==> config.mk <==
export PLATFORM = sky130hd
export DESIGN_NAME = pixel_stream_reader
export DESIGN_NICKNAME = d
export VERILOG_FILES = /design/src/rtl/pixel_stream_reader.sv
export SDC_FILE = /design/constraint.sdc
export NUM_CORES = 1
export LEC_CHECK = 0
export BUFFER_PORTS_ARGS = -buffer_cell sky130_fd_sc_hd__buf_2
export CAP_MARGIN = 20
export CORE_UTILIZATION = 40
export DETAILED_ROUTE_END_ITERATION = 10
export PLACE_DENSITY = 0.69
export SKIP_CTS_REPAIR_TIMING = 1
export SYNTH_ARGS = -nofsm -noshare
export SYNTH_HDL_FRONTEND = slang
export SYNTH_SLANG_ARGS = --single-unit
==> constraint.sdc <==
create_clock -name clk -period 3.2 [get_ports clk]
set_input_delay 0.16 -clock clk [delete_from_list [all_inputs] [get_ports clk]]
set_output_delay 0.16 -clock clk [all_outputs]
set_load 0.02 [all_outputs]
==> src/rtl/pixel_stream_reader.sv <==
// pixel_stream_reader: walks one IMG_W*IMG_H frame out of the pixel store's
// read port and delivers it in raster order on a valid/ready stream through
// a 4-entry buffer.
// Optional feature: define PIXEL_READER_EOL_EN to add the pix_eol output.
module pixel_stream_reader #(
  parameter int unsigned ADDR_W = 10,
  parameter int unsigned DATA_W = 8,
  parameter int unsigned IMG_W  = 32,
  parameter int unsigned IMG_H  = 32
) (
  input  logic              clk,
  input  logic              rst,
  input  logic              start,
  input  logic [ADDR_W-1:0] base_addr,
  output logic [ADDR_W-1:0] mem_addr,
  output logic              mem_rden,
  output logic              mem_wren,
  input  logic [DATA_W-1:0] mem_q,
  output logic [DATA_W-1:0] pix_data,
  output logic              pix_valid,
  input  logic              pix_ready,
  output logic              pix_last,
`ifdef PIXEL_READER_EOL_EN
  output logic              pix_eol,
`endif
  output logic              busy,
  output logic              done
);

  localparam int unsigned NPIX  = IMG_W * IMG_H;
  localparam int unsigned CNT_W = $clog2(NPIX + 1);
  localparam int unsigned DEPTH = 4;
  localparam int unsigned PTR_W = 2;
  localparam int unsigned OCC_W = 3;
  localparam int unsigned SUM_W = 4;

  typedef enum logic [1:0] {IDLE, READ, DRAIN} state_t;

  state_t             state, next_state;
  logic               start_c, issue_c;
  logic [ADDR_W-1:0]  base_q;
  logic [CNT_W-1:0]   issued;
  logic [CNT_W-1:0]   rx_cnt, rx_n;
  logic               rd_d;
  logic [DATA_W-1:0]  buf_q [DEPTH];
  logic [PTR_W-1:0]   wr_ptr, rd_ptr, rd_ptr_n;
  logic [OCC_W-1:0]   count, count_n;
  logic               push_c, pop_c;
  logic [DATA_W-1:0]  head_n;
  logic [SUM_W-1:0]   pending_c;

  assign mem_wren = 1'b0;
  // Combinational so that it lands in the same cycle as the final transfer.
  assign done = pix_valid & pix_ready & pix_last;

  // Buffered pixels plus reads still on their way to the buffer.
  assign pending_c = SUM_W'(count) + SUM_W'(mem_rden) + SUM_W'(rd_d);

  // Next-state and issue decision; a new read is allowed only when the
  // buffer can hold it even if nothing drains in the meantime.
  always_comb begin
    next_state = state;
    start_c    = 1'b0;
    issue_c    = 1'b0;
    case (state)
      IDLE: begin
        if (start) begin
          start_c    = 1'b1;
          next_state = (NPIX == 1) ? DRAIN : READ;
        end
      end
      READ: begin
        if (pending_c <= SUM_W'(DEPTH - 1)) begin
          issue_c = 1'b1;
          if (issued == CNT_W'(NPIX - 1)) next_state = DRAIN;
        end
      end
      DRAIN: begin
        if (done) next_state = IDLE;
      end
      default: next_state = IDLE;
    endcase
  end

  // Buffer bookkeeping for the coming edge, including the next head value.
  always_comb begin
    push_c   = rd_d;
    pop_c    = pix_valid & pix_ready;
    rd_ptr_n = rd_ptr + PTR_W'(pop_c);
    count_n  = count + OCC_W'(push_c) - OCC_W'(pop_c);
    rx_n     = rx_cnt + CNT_W'(pop_c);
    head_n   = buf_q[rd_ptr_n];
    if (push_c && (wr_ptr == rd_ptr_n)) head_n = mem_q;
  end

  // State, read issue, buffer pointers and registered stream outputs.
  always_ff @(posedge clk) begin
    if (rst) begin
      state     <= IDLE;
      busy      <= 1'b0;
      base_q    <= '0;
      issued    <= '0;
      mem_addr  <= '0;
      mem_rden  <= 1'b0;
      rd_d      <= 1'b0;
      wr_ptr    <= '0;
      rd_ptr    <= '0;
      count     <= '0;
      rx_cnt    <= '0;
      pix_data  <= '0;
      pix_valid <= 1'b0;
      pix_last  <= 1'b0;
    end else begin
      state    <= next_state;
      busy     <= (next_state != IDLE);
      mem_rden <= start_c | issue_c;
      rd_d     <= mem_rden;
      if (start_c) begin
        base_q   <= base_addr;
        mem_addr <= base_addr;
        issued   <= CNT_W'(1);
      end else if (issue_c) begin
        mem_addr <= base_q + ADDR_W'(issued);
        issued   <= issued + CNT_W'(1);
      end
      if (start_c) begin
        wr_ptr    <= '0;
        rd_ptr    <= '0;
        count     <= '0;
        rx_cnt    <= '0;
        pix_valid <= 1'b0;
        pix_last  <= 1'b0;
      end else begin
        if (push_c) wr_ptr <= wr_ptr + PTR_W'(1);
        rd_ptr    <= rd_ptr_n;
        count     <= count_n;
        rx_cnt    <= rx_n;
        pix_valid <= (count_n != '0);
        pix_last  <= (count_n != '0) && (rx_n == CNT_W'(NPIX - 1));
        if (count_n != '0) pix_data <= head_n;
      end
    end
  end

  // Buffer storage; read data arrives one cycle after each issued read.
  always_ff @(posedge clk) begin
    if (push_c) buf_q[wr_ptr] <= mem_q;
  end

`ifdef PIXEL_READER_EOL_EN
  localparam int unsigned COL_W = (IMG_W > 1) ? $clog2(IMG_W) : 1;

  logic [COL_W-1:0] col, col_n;

  // Line position of the head pixel, advancing on each transfer.
  always_comb begin
    col_n = col;
    if (pop_c) col_n = (col == COL_W'(IMG_W - 1)) ? '0 : col + COL_W'(1);
  end

  // End-of-line flag aligned with the head pixel.
  always_ff @(posedge clk) begin
    if (rst) begin
      col     <= '0;
      pix_eol <= 1'b0;
    end else if (start_c) begin
      col     <= '0;
      pix_eol <= 1'b0;
    end else begin
      col     <= col_n;
      pix_eol <= (count_n != '0) && (col_n == COL_W'(IMG_W - 1));
    end
  end
`endif

endmodule
# Yosys cells after proc, flatten, opt, wreduce, memory -nomap -nowiden
# Memories as Yosys holds them, arrays and structs flattened. A register that Yosys moved wholly into a read port is not among the register bits.
# Cells that the tools add are included.
dict set report word_totals {
  wordCells 55
  n_memories 1
  ram_bits 32
  inputBits 22
  out_inout_bits 24
  reg_bits 56
}
dict set report classes {
  bitwise 4
  order_cmp 1
  n_eq_ne 4
  mux 15
  addsub 9
  reduce_logical 7
}
# name depth width rd rd_ports_with_merged_regs write_ports line
set mem_list {}
lappend mem_list {buf_q 4 8 1 1 1 45} ;# logic [DATA_W-1:0] buf_q [DEPTH];
# operator n
set ops {}
lappend ops {{$eq A11 B10 Y1 const B} 2}
lappend ops {{$mux W10} 2}
lappend ops {{$add A11 B1 Y11} 1}
lappend ops {{$add A11 B1 Y11 const B} 1}
lappend ops {{$add A10 B10 Y10} 1}
lappend ops {{$mux W1} 8}
lappend ops {{$mux W2} 4}
lappend ops {{$pmux W2 S3} 1}
lappend ops {{$add A3 B1 Y4} 1}
lappend ops {{$add A4 B1 Y4} 1}
lappend ops {{$le A4 B2 Y1 const B} 1}
lappend ops {{$reduce_bool A2 Y1} 2}
lappend ops {{$add A3 B1 Y3} 1}
lappend ops {{$reduce_bool A3 Y1} 1}
lappend ops {{$sub A3 B1 Y3} 1}
lappend ops {{$add A2 B1 Y2} 1}
lappend ops {{$add A2 B1 Y2 const B} 1}
lappend ops {{$and A1 B1 Y1} 2}
lappend ops {{$eq A2 B1 Y1 const B} 1}
lappend ops {{$eq A2 B2 Y1 const B} 1}
lappend ops {{$logic_not A2 Y1} 1}
lappend ops {{$reduce_and A2 Y1} 1}
lappend ops {{$reduce_or A2 Y1} 1}
lappend ops {{$logic_and A1 B1 Y1} 1}
lappend ops {{2 further kinds} 2}

# Depth between registers and ports, before layout
dict set report logic_depth {
  word_depth 7
  depth_mapped 11
}

# Least setup slack after synthesis
# No wires, ideal clock.
dict set report synth_path {
  kind {reg2reg}
  startpoint {register pix_valid}
  endpoint {register pix_data[5], read port of buf_q}
  arrival_time_ns 2.315
  path_stages_with_launch 12
  n_path_buf 1
  slack_ns 0.753
  t_required_ns 3.068
  cell_sequence {dfxtp_1 > and2_1 > ha_1 > inv_1 > ha_1 > fa_1 > xnor2_1 > nor3_1 > nor2_1 > clkbuf_1 > o21ai_0 > a21oi_1}
}
dict set report synth_between {
  elab_chain_cells 4
}
# element line
set synth_rtl {}
lappend synth_rtl {{start: declaration} 20} ;# output logic pix_valid,
lappend synth_rtl {{start signal: assignment} 138} ;# pix_valid <= (count_n != '0);
lappend synth_rtl {{$and A1 B1 Y1 *} 88} ;# pop_c = pix_valid & pix_ready;
lappend synth_rtl {{$sub A3 B1 Y3} 90} ;# count_n = count + OCC_W'(push_c) - OCC_W'(pop_c);
lappend synth_rtl {{$reduce_bool A3 Y1} 140} ;# if (count_n != '0) pix_data <= head_n;
lappend synth_rtl {{$reduce_and A2 Y1 (no line)} -}
lappend synth_rtl {{end: declaration} 19} ;# output logic [DATA_W-1:0] pix_data,
# Mark *: on every way between the ends. The rest lies on a longest branch, timed or not.
# A chain may end at the register's enable or synchronous reset.

# Worst setup path in the final report
dict set report layout_path {
  startpoint {register rd_d, in the netlist push_c}
  endpoint {register pix_data[5], read port of buf_q}
}
dict set report layout_between {
  elab_chain_cells 4
}
# element line
set layout_rtl {}
lappend layout_rtl {{start: declaration} 44} ;# logic rd_d;
lappend layout_rtl {{start signal: assignment} 117} ;# rd_d <= mem_rden;
lappend layout_rtl {{$add A3 B1 Y3} 90}
lappend layout_rtl {{$sub A3 B1 Y3} 90}
lappend layout_rtl {{$reduce_bool A3 Y1} 140}
lappend layout_rtl {{$reduce_and A2 Y1 (no line)} -}
# Every way passes these cells.

==> impl_results.md <==
- Run status: complete, no violations
- Worst EP arrival: 2870 ps
- Number of synthesized flops with an enable pin: 32
- Number of max-cap violations: 0
- Worst setup margin: 598 ps
- Clock slew at reported path FFs: 100 ps
- Finished Layout Cells: about 600
- I/O Pins: between 40 and 50
- Placed cell count: about 600
- RSZ-0062 raised after global routing: no
- Required time of the critical path: 3460 ps
- Initial DRC count: 164
- Switching Share: 0.289
- Slew margin rel.: 0.381
- Min Tclk post-route: around 2600 ps
- Synth Cell Area: 4490 sq um
- Synth top area share: 0.285
- Post-synth top cells: dfxtp_1, nand2_1, a21oi_1
- Final Skew: about 14 ps
- Syn_nets: 471
- Period utilization: 0.813
- Design Area, Final: 5040 sq um
- Dominant cells by area after synthesis: dfxtp_1, edfxtp_1, ha_1
- Most frequent cell after synthesis: dfxtp_1
- Synth async-reset ratio: 0
- Share of cells above drive strength 1: 0.156
- Largest net degree at the start of global routing: 32
- GRT overflow: 0
- Final GP Congestion: about 0.8
- Total GRT Usage: 0.175
- Clock sink total: 96
- Initial antenna violation count: 0
- Port bufs: 44
- Clock Power Share: 0.286
- Wire per inst: 15.4 um
- Critical Path Start Type: flip-flop
- First drt pass iteration count: 5
- Hold_ws: 25.4 ps
- Skew-Pair Late Insertion Delay: 370 ps
- Vias per inst: 5.44
- Area growth syn-to-layout: 12.2%
- Logic pwr share: 0.171
- Syn_area_per_cell: 10.5 sq um
- Power Total: 2.53 mW
- Synth warnings: 0
- Root Buffer: clkbuf_8
- TNS Setup: 0 ps
- Antenna cells: 0
- CTS buffer count: 9
- CTS HTree Levels: 3
- Core area: ~11000 sq um
- Syn Inst Count: between 400 and 500
- Synth unique cells: 55
- HP Class: in -> reg
- Pwr/cell area: roughly 500 nW/um^2
- Number of global-route vias before repair: ~3300
- Initial Utilization: 0.412
- Pint: 1.80 mW
- Final hold viol count: 0
- Top FF cell, synth: dfxtp_1
- Pre-CTS WS: between 200 and 300 ps
- Via count: 3338
- Achievable frequency: 0.384 GHz
- Clock buffer depth: 2
- Layout Utilization: 0.463
- Die ar.: 11700 sq um
- Max-slew violations: 0
- First-pass GRT wire length: 15600 um
- Reg power frac: 0.543
- Peak VDD IR: between 0.2 and 0.3 mV
- Count of final setup violators: 0
- Switching pwr: between 0.7 and 0.8 mW
- DRT Wirelength: 9440 um
- CP Cell Sequence: inv_1, ha_1, inv_1, ha_1, fa_1, xnor2_1, nor3_1, nor2_1, buf_4, o21ai_0, a21oi_1
- CTS tree: built
- Detail Route Antenna Nets: 0
- Area leader, netlist: dfxtp_1
- Net count, final: 514
- CP Capture Type: flip-flop
- LEAKAGE: ~2.0 nW
- Seq/Total Area, Yosys: 0.499
- Die Span Y: 108 um
- Post-DP HPWL: 6750 um
- CP max stage delay: between 400 and 500 ps
- Crit-path max FO: 15
- CP Class: reg -> reg
- Die width: 108 um
- Synthesized flop and latch total: 96
- Residual DRC: 0
- Crit-path slowest cell: dfxtp_1
- Worst Tran Pin Value: 919 ps
- Placed cell areas: 4850 sq um
- Placement Rows: 38
## placed cells by master, fill, tap and decap left out, drive strengths merged, types with 13 or more instances in the layout
master  count
inv        13
o21ai      24
buf        50
xor2       14
dfxtp      64
nor2       27
ha         21
nand2      46
a21oi      37
edfxtp     32
## cell families (layout without fill, tap and decap cells)
group | Yosys count | count (layout) | share of synthesized area
simple gates | 135 | 135 | 0.153
flops | 96 | 96 | 0.499
compound gates | 101 | 101 | 0.137
other cells | 1 | 1 | 0.000835
mux | 17 | 17 | 0.0669
fa+ha+maj | 23 | 23 | 0.0674
xor+xnor | 23 | 23 | 0.0490
buf+inv | 30 | 78 | 0.0265
## worst max-delay path: cells and delay by family, from the launching register on
family / cells / cell delay [ps]
fa+ha+maj: 3 / 840
flops: 1 / 470
simple gates: 2 / 410
buf+inv: 3 / 380
compound gates: 2 / 240
xor+xnor: 1 / 140
## path summary, 6_finish.rpt
path            endpoint       from  depth (start not counted)  slack [ps]
max          pix_data[5]     push_c                         11         600
min          buf_q[3][5]   mem_q[5]                          1          30
max reg2reg  pix_data[5]     push_c                         11         600
min reg2reg    base_q[0]  base_q[0]                          2         470
## sequential cells by signal, indices dropped and copies added, names as in the netlist
name       cells
push_c         1
mem_addr      10
mem_rden       1
pix_data       8
rx_cnt        11
rd_ptr         2
base_q        10
buf_q         32
wr_ptr         2
pix_valid      1
pix_last       1
state          2
count          3
issued        11
busy           1
## power groups by stage
stage | clock, mW | combinational [mW] | sequential (mW)
global placement | 0 | 0.410 | 1.40
global route | 0.801 | 0.481 | 1.39
finish | 0.725 | 0.434 | 1.38
floorplan | 0 | 0.229 | 1.46
CTS | 0.750 | 0.428 | 1.38
detailed placement | 0 | 0.426 | 1.40
## layer usage
metal  vias to the layer above  wire length (um)  global-route usage
met5                         -                 0                   0
met4                         0               138              0.0509
met3                        15               411              0.0518
met2                        78              4700               0.307
met1                      1605              4190               0.207
li1                       1640                 -                   -
## cell type report
class / count / area [sq um]
well taps: 140 / 175
flip-flops and latches: 96 / 2240
clock inverters: 4 / 30.0
clock buffers: 12 / 145
fillers: 1008 / 5850
multi-input cells: 300 / 2130
repair buffers: 50 / 265
inverters: 12 / 45.0
(Power assumes the default switching activity.)
